**src/rtl/scan_decoder_pkg.sv**
```systemverilog
// Shared types and helpers for the scan_decoder channel driver.
package scan_decoder_pkg;

  typedef enum logic {MODE_DIRECT = 1'b0, MODE_SCAN = 1'b1} scan_mode_t;

  localparam int unsigned MAX_SEL_W = 8;
  localparam int unsigned MAX_N     = 2**MAX_SEL_W;

  // Full-width decode; callers keep the low N bits.
  function automatic logic [MAX_N-1:0] onehot(input logic [MAX_SEL_W-1:0] sel);
    logic [MAX_N-1:0] v;
    v      = '0;
    v[sel] = 1'b1;
    return v;
  endfunction

endpackage

```
**src/rtl/scan_decoder_next_enabled_sel.sv**
```systemverilog
// Circular priority search for the next enabled channel after idx.
module next_enabled_sel #(
  parameter int unsigned SEL_W = 2
) (
  input  logic [SEL_W-1:0]    idx,
  input  logic [2**SEL_W-1:0] mask,
  output logic [SEL_W-1:0]    nxt_idx,
  output logic                found,
  output logic                wrapped
);

  localparam int unsigned N = 2**SEL_W;

  logic [SEL_W-1:0] cand;

  // Walk from farthest (idx itself) to nearest so the nearest hit is kept.
  always_comb begin
    nxt_idx = idx;
    found   = 1'b0;
    cand    = '0;
    for (int unsigned k = N; k >= 1; k--) begin
      cand = idx + SEL_W'(k);
      if (mask[cand]) begin
        nxt_idx = cand;
        found   = 1'b1;
      end
    end
    wrapped = found && (nxt_idx <= idx);
  end

endmodule

```
**src/rtl/scan_decoder.sv**
```systemverilog
// One-hot channel driver: registered direct decode or prescaled masked scan.
module scan_decoder
  import scan_decoder_pkg::*;
#(
  parameter int unsigned SEL_W      = 2,
  parameter int unsigned PRESCALE   = 100000,
  parameter bit          ACTIVE_LOW = 1'b1
) (
  input  logic                clk,
  input  logic                reset,
  input  logic                en,
  input  logic                mode,
  input  logic [SEL_W-1:0]    sel_in,
  input  logic [2**SEL_W-1:0] mask,
  output logic [2**SEL_W-1:0] out,
  output logic [SEL_W-1:0]    idx,
  output logic                tick,
  output logic                wrap
);

  localparam int unsigned N  = 2**SEL_W;
  localparam int unsigned PW = $clog2(PRESCALE);
  localparam logic [PW-1:0] TERM = PW'(PRESCALE - 1);

  scan_mode_t       mode_cur;
  scan_mode_t       mode_prev;
  logic [PW-1:0]    presc;
  logic [PW-1:0]    presc_next;
  logic [SEL_W-1:0] idx_next;
  logic [SEL_W-1:0] nxt;
  logic             found;
  logic             wrapped;
  logic             tick_next;
  logic             wrap_next;
  logic [MAX_N-1:0] dec;
  logic [N-1:0]     lit;
  logic [N-1:0]     out_next;

  assign mode_cur = scan_mode_t'(mode);

  next_enabled_sel #(.SEL_W(SEL_W)) u_search (
    .idx     (idx),
    .mask    (mask),
    .nxt_idx (nxt),
    .found   (found),
    .wrapped (wrapped)
  );

  // out is decoded from the index being loaded so it lines up with idx.
  always_comb begin
    idx_next   = idx;
    presc_next = presc;
    tick_next  = 1'b0;
    wrap_next  = 1'b0;
    if (en) begin
      if (mode_cur == MODE_DIRECT) begin
        idx_next   = sel_in;
        presc_next = '0;
      end else if (mode_cur != mode_prev) begin
        presc_next = '0;
      end else if (presc == TERM) begin
        presc_next = '0;
        if (found) begin
          idx_next  = nxt;
          tick_next = 1'b1;
          wrap_next = wrapped;
        end
      end else begin
        presc_next = presc + PW'(1);
      end
    end
    dec      = onehot(MAX_SEL_W'(idx_next));
    lit      = (en && mask[idx_next]) ? dec[N-1:0] : '0;
    out_next = ACTIVE_LOW ? ~lit : lit;
  end

  always_ff @(posedge clk or posedge reset) begin
    if (reset) begin
      idx       <= '0;
      presc     <= '0;
      mode_prev <= MODE_DIRECT;
      tick      <= 1'b0;
      wrap      <= 1'b0;
      out       <= ACTIVE_LOW ? '1 : '0;
    end else begin
      if (en) mode_prev <= mode_cur;
      idx   <= idx_next;
      presc <= presc_next;
      tick  <= tick_next;
      wrap  <= wrap_next;
      out   <= out_next;
    end
  end

endmodule

```
**config.mk**
```make
export PLATFORM = sky130hd
export DESIGN_NAME = scan_decoder
export DESIGN_NICKNAME = d
export VERILOG_FILES = /design/src/rtl/scan_decoder_pkg.sv /design/src/rtl/scan_decoder_next_enabled_sel.sv /design/src/rtl/scan_decoder.sv
export SDC_FILE = /design/constraint.sdc
export NUM_CORES = 1
export LEC_CHECK = 0
export CAP_MARGIN = 0
export CORE_MARGIN = 3
export CORE_UTILIZATION = 50
export CTS_BUF_LIST = sky130_fd_sc_hd__clkbuf_8
export DETAILED_ROUTE_END_ITERATION = 10
export MAX_ROUTING_LAYER = met4
export PLACE_DENSITY = 0.7
export SETUP_SLACK_MARGIN = 0.4
export SLEW_MARGIN = 20
export SYNTH_ARGS = -nofsm -noshare
export SYNTH_HDL_FRONTEND = slang
export SYNTH_SLANG_ARGS = --single-unit
```
**constraint.sdc**
```tcl
create_clock -name clk -period 2.3 [get_ports clk]
set_input_delay 0.23 -clock clk [delete_from_list [all_inputs] [get_ports clk]]
set_output_delay 0.23 -clock clk [all_outputs]
set_load 0.03 [all_outputs]
```
# == After elaboration in Yosys (flattened, before gate mapping) ==
# Cells that the tools add are included.
# op_classes
n_eq_ne,2
n_reduce_logical,3
n_mux,38
n_addsub,4
bitwise_logic,1
n_lt_le_gt_ge,8
# ops
operator,n
$mux W17,3
$mux W1,20
$add A17 B1 Y17 const B,1
$eq A17 B17 Y1 const B,1
$mux W2,8
$lt A2 B3 Y1 const B,5
$bmux W1 S2,5
$lt A2 B9 Y1 const B,1
$add A2 B2 Y2 const B,2
$mux W4,1
$not A4 Y4,1
$logic_and A1 B1 Y1,3
$add A2 B1 Y2 const B,1
$demux W1 S2,1
$ge A2 B1 Y1 const B,1
$le A2 B2 Y1,1
$ne A1 B1 Y1,1
# word_totals
inputBits,10
out_inout_bits,8
ff_bits,26
elab_cells,62

# == Longest topological paths before layout ==
# logic_depth
depth_word,17
ltp_mapped,8
mapped_depth_nobuf,8

# == Cells and area by module ==
# From an unflattened synthesis, not the netlist that was laid out.
# hier_totals
cells_unflattened,170
hier_area_um2,1506.4
# by_module_without_submodules
mod,instances,seq_area_each_um2,cells_per_inst,area_per_inst_um2
scan_decoder,1,655.6,147,1373.8
next_enabled_sel,1,0.0,23,132.6

# == Least setup slack after synthesis ==
# No wires, ideal clock.
# synth_timing
kind,reg2reg
from,reg presc[14]
to,reg presc[10]
required_ns,2.179
setup_ns,0.121
slack_ns,0.311
path_stages_with_launch,7
period_less_slack_ns,1.989
path_buffers,1
t_arrival_ns,1.868
path_cell_list,dfrtp_1 -> or4_4 -> nor4_4 -> or2_1 -> buf_6 -> o21ai_2 -> a22o_1
# synth_via
elab_chain_len,4
# synth_rtl
item,line,text
start: declaration,scan_decoder.sv:27,logic [PW-1:0] presc;
start signal: assignment,scan_decoder.sv:88,presc <= presc_next;
$eq A17 B17 Y1,scan_decoder.sv:61,end else if (presc == TERM) begin
$mux W17,scan_decoder.sv:61,
$mux W17,scan_decoder.sv:59,end else if (mode_cur != mode_prev) begin
$mux W17,scan_decoder.sv:56,if (mode_cur == MODE_DIRECT) begin
# No other way between the ends.
# A chain may end at the register's enable or synchronous reset.

# == Worst setup path in the final report ==
# layout_timing
from,in mode
to,reg presc[15]
# layout_via
elab_chain_len,3
# layout_rtl
item,line,text
start: declaration,scan_decoder.sv:12,"input logic mode,"
$ne A1 B1 Y1,scan_decoder.sv:59,
$mux W17,scan_decoder.sv:59,
$mux W17 *,scan_decoder.sv:56,
# Mark *: on every way between the ends. The rest lies on a longest branch, timed or not.

==> metrics.csv <==
metric,value,unit
setup-violations-final,0,
synth_area_leaders,"dfrtp_1 (35%), dfstp_2 (6.7%), o21ai_0 (3.8%)",
clockBufferDepth,2,
yosys.cell_types.count,48,
syn-num-nets,182,
slew_headroom,65.1,%
clock-root-buffer,clkbuf_8,
hold_class,primary input to asynchronous set/reset pin,
synthMuxAreaShare,1.27,%
num_vias,1463,
drt_pass1_iterations,4,
synth_common_cells,"dfrtp_1 (22), nand2_1 (13), o21ai_0 (12)",
diodes,0,
place.gp.congestion,0.924,
synth-simple-area-share,29.0,%
hold_violations,0,
clk_pin_slew,0.09,ns
fin_skew,0.00437,ns
tritoncts,built,
seq_area_frac_synth,41.7,%
grt_pass1_vias,1363,
synth.most_common_cell,dfrtp_1,
synth_compound_area_share,18.9,%
drc,0,
fin_tns_setup,0,ns
ios,18,
synth_top_cell_area_share,35.0,%
coreArea,2880,um^2
ys_seq_elements,26,
cp_max_fo,8,
power,1.09,mW
ant_nets,0,
grt-ovfl-total,0,
cellPowerDensity,523,nW/um^2
grt_max_degree,16,
synthXorXnorAreaFrac,1.67,%
dieArea,3850,um^2
ir_worst_vdd,0.431,mV
via_per_inst,5.97,
clk_latency,0.28,ns
critPathLaunchType,primary input,
wire_per_inst,17.0,um
dp_hpwl,2910,um
layout_min_cycle_time,1.99,ns
worst_pin_slew,0.523,ns
synth_area,1570,um^2
drt-initial-drc-count,107,
crit_start,mode,
synth_enable_flop_cells,0,
h-tree-depth,1,
cts_hold_buffers,0,
synthCells,169,
fin_crit_sh,86.5,%
final_nets,217,
wl,4170,um
required,2.50,ns
num_rows,19,
max_cap_viol_count,0,
worstPathArrival,2.19,ns
die_h,62.1,um
rsz0062_at_grt,true,
fill_cells,201,
port-buffer-count,17,
crit_type,primary input to register,
die_w,62.1,um
synth_top_area_cell,dfrtp_1,
synth.avg_cell_area,9.31,um^2
antenna_found_initial,0,
status,"finished, final reports clean",
synth_top_family_by_area,simple AND/OR/NAND/NOR gates,
clock_sinks,26,
rr_startpoint,presc[0],
slew_viol_final,0,
syn_to_final_growth,32.3,%
power_leakage,0.848,nW
max_freq,502,MHz
start_util,54.7,%
drive_above_1_share,27.1,%
cts-buffers-inserted,3,
yosys_warnings,0,
grt_first_pass_wirelength,6520,um
synth_flop_cell,dfrtp_1,
synth-adder-area-share,2.39,%
synth_async_sr_flop_share,100,%
r2r_setup_slack,0.32,ns
track_usage,23.7,%
cp-end-kind,register,
## what timing repair did
action / 4_1_cts / 5_1_grt
setup endpoints to repair: 21 / 20
gates cloned: 1 / 0
setup buffers: 4 / 1
pin swaps: 13 / 7
gates resized for setup: 22 / 13
## report_power, final
group	leakage [nW]	internal [mW]	switching (mW)
combinational	0.471	0.0948	0.122
clock	0.0357	0.233	0.148
sequential	0.341	0.473	0.0177
## per-layer routing
layer / routed length [um] / global-route usage [%] / up-vias
met5: 0 / - / -
met4: 53 / 3.94 / 0
met2: 2060 / 37.9 / 45
met3: 202 / 3.93 / 7
met1: 1850 / 31.9 / 708
li1: - / - / 703
## critical path: stages
cell             delay (ns)
clkdlybuf4s50_1        0.66
nand3_2                0.28
or2_4                  0.36
buf_4                  0.13
or3_2                  0.43
o21ai_1                0.10
## final timing paths
check / to / cells past startpoint
min in group clk: presc[0] / 1
max in group asynchronous: presc[7] / 3
hold reg to reg: presc[0] / 1
hold / removal: presc[9] / 2
setup reg to reg: out[1] / 7
setup / recovery: presc[15] / 6
## sequential cells by signal, summed over array words and instances, names as in the netlist
signal,count
out,4
idx,2
tick,1
mode_prev,1
wrap,1
presc,17
## cell type report
type	count	area, um^2	area share, %
Clock buffer	3	41.3	1.98
Clock inverter	1	30.0	1.44
Inverter	9	33.8	1.62
Multi-Input combinational cell	130	941	45.2
Sequential cell	26	657	31.6
Tap cell	42	52.6	2.53
Timing Repair Buffer	34	325	15.6
## per-stage QoR
step	hold WS (ns)	instance area, um^2	setup slack, ns	instances	util (%)
3_3_place_gp	0.523	1840	0.249	235	63.9
3_5_place_dp	0.527	1840	0.168	235	63.9
5_1_grt	0.332	2080	0.229	245	72.3
2_1_floorplan	0.267	1570	0.387	169	-
6_report	0.288	2080	0.310	245	72.3
4_1_cts	0.313	2030	0.322	244	70.7
## logic make-up after synthesis
group                    count (synthesis)
AO/OA/AOI/OAI                           43
XOR/XNOR                                 3
adder cells (fa/ha/maj)                  3
buffers and inverters                   14
flip-flops                              26
multiplexers                             2
AND/OR/NAND/NOR                         78
## cell usage in the layout, fill, tap and decap left out, types with 3 or more instances in the layout
master / count
a22o_1: 6
clkdlybuf4s50_1: 17
nor2b_1: 5
nand2_1: 13
buf_4: 13
clkbuf_8: 3
nor3_1: 10
dfstp_2: 4
dfrtp_1: 21
o21ai_1: 8
nand4_1: 7
o211ai_1: 3
nor2_1: 10
nand3_1: 7
o21ai_0: 4
o21ai_2: 3
and3_1: 4
inv_1: 9
a21oi_2: 4
Note: power is estimated with default switching activity, not from simulation.
